$ cat src/rtl/unary_pkg.sv
// Types and width helpers shared by the unary transmitter, receiver and MAC lanes.
package unary_pkg;

  typedef enum logic [1:0] {
    TX_IDLE = 2'd0,
    TX_EMIT = 2'd1,
    TX_GAP  = 2'd2
  } unary_tx_state_t;

  function automatic int unsigned u_bits(input int unsigned bin_bits);
    return 32'd1 << bin_bits;
  endfunction

endpackage

$ cat src/rtl/unary_therm_cmp.sv
// One serial lane: registered thermometer compare, high while the frame counter is below the lane value.
module unary_therm_cmp #(
  parameter int BIN_BITS = 4
) (
  input  logic                clk,
  input  logic                reset,
  input  logic                en_i,
  input  logic [BIN_BITS-1:0] cnt_i,
  input  logic [BIN_BITS:0]   val_i,
  output logic                out_o
);

  logic out_q;

  always_ff @(posedge clk or posedge reset) begin
    if (reset) out_q <= 1'b0;
    else       out_q <= en_i && ({1'b0, cnt_i} < val_i);
  end

  assign out_o = out_q;

endmodule

$ cat src/rtl/unary_stream_tx.sv
// Binary-to-unary transmitter: one-entry holding register feeding lane-aligned unary frames
// with a frame strobe on cycle 0 and a forced idle gap between frames.
module unary_stream_tx
  import unary_pkg::*;
#(
  parameter int BIN_BITS = 4,
  parameter int LANES    = 3,
  parameter int GAP      = 1
) (
  input  logic                            clk,
  input  logic                            reset,
  input  logic                            in_valid,
  output logic                            in_ready,
  input  logic [LANES*(BIN_BITS+1)-1:0]   in_data,
  input  logic                            out_ready,
  output logic [LANES-1:0]                out,
  output logic                            frame,
  output logic                            busy,
  output logic                            sat
);

  localparam int VW     = BIN_BITS + 1;
  localparam int U_BITS = int'(u_bits(BIN_BITS));
  localparam int GW     = (GAP > 1) ? $clog2(GAP) : 1;
  localparam logic [VW-1:0] U_VAL    = VW'(U_BITS);
  localparam logic [GW-1:0] GAP_LAST = GW'(GAP - 1);

  if (GAP < 1) begin : g_gap_chk
    $error("unary_stream_tx: GAP must be >= 1");
  end

  unary_tx_state_t state_q, state_d;
  logic [BIN_BITS-1:0]         cnt_q, cnt_d;
  logic [GW-1:0]               gap_q, gap_d;
  logic [LANES-1:0][VW-1:0]    hold_q, val_q, val_d, lane_clamp;
  logic [LANES-1:0]            lane_sat;
  logic                        full_q, load, accept;
  logic                        frame_q, busy_q, sat_q;

  for (genvar i = 0; i < LANES; i++) begin : g_clamp
    assign lane_sat[i]   = in_data[i*VW +: VW] > U_VAL;
    assign lane_clamp[i] = lane_sat[i] ? U_VAL : in_data[i*VW +: VW];
  end

  // A frame load frees the holding slot in the same cycle, so a new operand can land behind it.
  assign in_ready = !full_q || load;
  assign accept   = in_valid && in_ready;

  always_comb begin
    state_d = state_q;
    cnt_d   = cnt_q;
    gap_d   = gap_q;
    load    = 1'b0;
    unique case (state_q)
      TX_IDLE: begin
        if (full_q && out_ready) begin
          load    = 1'b1;
          cnt_d   = '0;
          state_d = TX_EMIT;
        end
      end
      TX_EMIT: begin
        if (cnt_q == '1) begin
          cnt_d   = '0;
          gap_d   = '0;
          state_d = TX_GAP;
        end else begin
          cnt_d = cnt_q + BIN_BITS'(1);
        end
      end
      TX_GAP: begin
        if (gap_q == GAP_LAST) begin
          if (full_q && out_ready) begin
            load    = 1'b1;
            cnt_d   = '0;
            state_d = TX_EMIT;
          end else begin
            state_d = TX_IDLE;
          end
        end else begin
          gap_d = gap_q + GW'(1);
        end
      end
      default: state_d = TX_IDLE;
    endcase
  end

  assign val_d = load ? hold_q : val_q;

  always_ff @(posedge clk or posedge reset) begin
    if (reset) begin
      full_q <= 1'b0;
      hold_q <= '0;
      sat_q  <= 1'b0;
    end else begin
      if (accept) begin
        hold_q <= lane_clamp;
        full_q <= 1'b1;
      end else if (load) begin
        full_q <= 1'b0;
      end
      if (accept && |lane_sat) sat_q <= 1'b1;
    end
  end

  // Outputs are flopped from next-state so they line up with the state they describe.
  always_ff @(posedge clk or posedge reset) begin
    if (reset) begin
      state_q <= TX_IDLE;
      cnt_q   <= '0;
      gap_q   <= '0;
      val_q   <= '0;
      frame_q <= 1'b0;
      busy_q  <= 1'b0;
    end else begin
      state_q <= state_d;
      cnt_q   <= cnt_d;
      gap_q   <= gap_d;
      val_q   <= val_d;
      frame_q <= (state_d == TX_EMIT) && (cnt_d == '0);
      busy_q  <= state_d != TX_IDLE;
    end
  end

  for (genvar i = 0; i < LANES; i++) begin : g_lane
    unary_therm_cmp #(.BIN_BITS(BIN_BITS)) u_cmp (
      .clk   (clk),
      .reset (reset),
      .en_i  (state_d == TX_EMIT),
      .cnt_i (cnt_d),
      .val_i (val_d[i]),
      .out_o (out[i])
    );
  end

  assign frame = frame_q;
  assign busy  = busy_q;
  assign sat   = sat_q;

endmodule
$ cat config.mk
export PLATFORM = sky130hd
export DESIGN_NAME = unary_stream_tx
export DESIGN_NICKNAME = d
export VERILOG_FILES = /design/src/rtl/unary_pkg.sv /design/src/rtl/unary_therm_cmp.sv /design/src/rtl/unary_stream_tx.sv
export SDC_FILE = /design/constraint.sdc
export NUM_CORES = 1
export LEC_CHECK = 0
export BUFFER_PORTS_ARGS = -buffer_cell sky130_fd_sc_hd__buf_2
export CORE_ASPECT_RATIO = 2
export CORE_MARGIN = 2
export CORE_UTILIZATION = 30
export DETAILED_ROUTE_END_ITERATION = 10
export GPL_TIMING_DRIVEN = 0
export PLACE_DENSITY = 0.49
export RECOVER_POWER = 25
export SLEW_MARGIN = 25
export SYNTH_ARGS = -nofsm -noshare
export SYNTH_HDL_FRONTEND = slang
export SYNTH_SLANG_ARGS = --single-unit
$ cat constraint.sdc
create_clock -name clk -period 2.9 [get_ports clk]
set_clock_uncertainty 0.1 [all_clocks]
set_input_delay 0.58 -clock clk [delete_from_list [all_inputs] [get_ports clk]]
set_output_delay 0.58 -clock clk [all_outputs]
set_load 0.005 [all_outputs]
==> impl_metrics.py <==
metrics = {
    "outcome": {
        "status": "finished clean",
    },
    "critical_path": {
        "rr_worst_depth": 8,
        "critPathRequiredTime_ps": 3020,
        "cp-end-kind": "flop",
        "crit_chain": "ha_1, nand2_1, xor2_1, nor2_1, ha_1, a21o_1, a21oi_1, o211a_1",
        "crit_arrival_ps": 2420,
        "slowest_stage": "nor2_1",
        "worst_path_most_repeated_cell": "ha_1",
        "r2r_end": "g_lane[1].u_cmp.out_o",
        "path_max_fanout": 5,
        "cp-start-kind": "flop",
        "reg2reg_setup_slack_ps": 600,
        "path_buf_inv": 0,
        "worstReg2RegStart": "cnt_q[0]",
        "critPathKind": "flop to flop",
        "crit_path_max_incr_delay_ps": 440,
        "critPathTopFamily": "adder cells",
    },
    "finish": {
        "layout.area.seq_sq_um": 1076,
        "final_nets": 248,
        "design_area_sq_um": 2435,
        "area_growth_pct": 20.57,
        "drive_above_1_share_pct": 26.82,
        "multiInputGateArea_sq_um": 844.6,
        "nFillCells": 676,
        "n_antenna_cell": 0,
    },
    "placement": {
        "io_buffer_count": 25,
        "place_area_sq_um": 2275,
        "hpwl_um": 3178,
        "gp_congestion": 0.7704,
        "preCtsSetupSlack_ps": 350.2,
    },
    "clocking": {
        "htreeDepth": 2,
        "cts_buffer_depth": 2,
        "clk_pin_slew_ps": 60,
        "root_buffer": "clkbuf_16",
        "cts_hold_buffers": 0,
        "cts_tree": "yes",
        "cts_buffers": 5,
        "clk_latency_ps": 290,
        "cts.repair.resized": 0,
        "post_cts_buffers": 0,
        "clkSinkCount": 43,
    },
    "routing": {
        "drc": 0,
        "drtAntennaViolNets": 0,
        "wl_per_cell_um": 12.98,
        "via_per_inst": 4.464,
        "wirelength_um": 3997,
        "dr.first_iter.drc_count": 35,
        "drt_pass1_iterations": 4,
        "via_count": 1375,
    },
    "synthesis": {
        "synth_nets": 215,
        "yosysTopAreaCell": "dfrtp_1",
        "synthDistinctLibCells": 33,
        "synth_top_cell_area_share_pct": 53.28,
        "ys_top_cells_by_area": "dfrtp_1, ha_1, nand2_1",
        "syn_avg_cell_area_sq_um": 10.86,
        "synth_edf_count": 0,
        "synth_flop_cell": "dfrtp_1",
        "synth-async-reset-ratio_pct": 100.0,
        "ys_seq_elements": 43,
        "synth_area_sq_um": 2019,
        "synth-warning-count": 0,
        "synthesis.instances": 186,
        "yosysSeqAreaShare_pct": 53.28,
    },
    "floorplanning": {
        "io_pins": 26,
        "initial_core_util_pct": 30.74,
        "fp.dieH_um": 120.0,
        "fp.dieW_um": 62.02,
        "die_area_sq_um": 7444,
        "rows": 42,
        "design.core.area_sq_um": 6569,
    },
    "pwr": {
        "peakVddDrop_mv": 0.3835,
        "report.power.total_uw": 2771,
        "power_density_nw_per_um2": 1138,
        "p_leak_uw": 0.001285,
    },
    "sta": {
        "setup_viol": 0,
        "max_slew_margin_pct": 62.37,
        "setup_tns_ps": 0,
        "worstMarginPinSlew_ps": 562.4,
        "timing.fmax_mhz": 435.2,
        "whs_ps": 219.7,
        "worst_slack_ps": 602.2,
        "fin_crit_sh_pct": 79.24,
        "hold_viol_final": 0,
        "min_period_ps": 2298,
        "drv_slew": 0,
        "rsz0062_at_grt": "no",
    },
    "global_route": {
        "antenna_found_initial": 0,
        "grt.overflow.total": 0,
        "track_usage_pct": 12.78,
        "grt_pass1_vias": 1399,
        "grt_max_degree": 32,
        "grt_pass1_wl_um": 6851,
    },
    "job": {
        "drv_cap": 0,
    },
    "hold_path": {
        "hp-class": "input port to asynchronous set/reset pin",
    },
}
==> how the worst max path moves through the flow <==
| stage | from | endpoint | slack, ps | depth (start not counted) |
|---|---|---|---|---|
| after detailed placement | out_ready | g_lane[2].u_cmp.out_o | 350 | 10 |
| after CTS | cnt_q[0] | g_lane[2].u_cmp.out_o | 570 | 9 |
| after floorplan | out_ready | g_lane[2].u_cmp.out_o | 800 | 9 |
| after global routing | cnt_q[0] | g_lane[1].u_cmp.out_o | 380 | 9 |
| final | cnt_q[0] | g_lane[1].u_cmp.out_o | 600 | 8 |
| after global placement | out_ready | g_lane[2].u_cmp.out_o | 350 | 10 |
==> layout by cell type (no fill, tap or decap), types with 2 or more instances in the layout <==
master | netlist | routed
a21o_1 | 4 | 4
nand2_1 | 27 | 27
a21oi_1 | 5 | 5
buf_4 | 4 | 4
o41ai_1 | 3 | 3
a211o_1 | 3 | 3
o21ai_1 | 2 | 2
mux2_2 | 3 | 3
inv_1 | 13 | 13
nand2b_1 | 13 | 13
nor2_1 | 3 | 3
ha_1 | 10 | 10
o211a_1 | 3 | 3
nand2_2 | 9 | 9
dfrtp_1 | 43 | 43
nand3_1 | 4 | 4
o21ai_0 | 12 | 12
buf_2 | 1 | 26
clkbuf_16 | 0 | 5
clkbuf_8 | 0 | 2
a31oi_1 | 2 | 2
mux2i_1 | 9 | 9
==> where the power goes <==
part / internal (uW) / leakage, uW / switching (uW)
Combinational: 559 / 0.000671 / 620
Clock: 366 / 0.0000761 / 229
Sequential: 868 / 0.000538 / 130
==> kinds of logic after synthesis <==
family	count (synthesis)	synth area share (%)
compound gates	36	12.08
buf+inv	20	4.894
fa+ha+maj	10	6.196
simple gates	64	16.98
mux	12	6.134
xor+xnor	1	0.4338
flops	43	53.28
==> worst register-to-register path: cells and delay by family, from the launching register on <==
family / cells / cell delay, ps
xor gates and xnor gates: 1 / 140
and+or+nand+nor: 2 / 510
AOI/OAI and AO/OA: 3 / 470
DFF: 1 / 430
adders and majority gates: 2 / 580
==> flip-flops by register name (all words and copies together) (netlist names) <==
| signal | flops |
|---|---|
| frame | 1 |
| g_lane.u_cmp.out_o | 3 |
| hold_q | 15 |
| sat | 1 |
| cnt_q | 4 |
| full_q | 1 |
| busy | 1 |
| val_q | 15 |
| state_q | 2 |
==> Yosys cell counts, types with 2 or more instances <==
cell and count:
nor2_1 3, a211o_1 3, nand2_2 9, a21o_1 4
mux2_2 3, o211a_1 3, o21ai_1 2, a21oi_1 5
buf_4 4, nand2_1 27, ha_1 10, nand2b_1 13
inv_1 13, nand3_1 4, a31oi_1 2, o41ai_1 3
o21ai_0 12, mux2i_1 9, dfrtp_1 43
==> routing by layer <==
metal | vias up | GRT usage (%) | wire length (um)
met2 | 20 | 21.55 | 2291
met4 | 0 | 7.181 | 122
met1 | 655 | 14.41 | 1481
met3 | 6 | 1.940 | 101
li1 | 694 | - | -
met5 | - | 0 | 0
==> per-stage QoR <==
step / instances / utilization, %
global route: 308 / 37.07
detailed placement: 300 / 34.63
CTS: 308 / 37.07
finish: 308 / 37.07
floorplan: 186 / -
global placement: 299 / 34.32
==> cell type report <==
type / instances / area share [%]
Multi-Input combinational cell: 123 / 34.69
Clock inverter: 1 / 0.3083
Sequential cell: 43 / 44.19
Tap cell: 88 / 4.522
Buffer: 7 / 2.055
Timing Repair Buffer: 26 / 5.961
Inverter: 13 / 2.004
Clock buffer: 7 / 6.269
(Power assumes the default switching activity.)
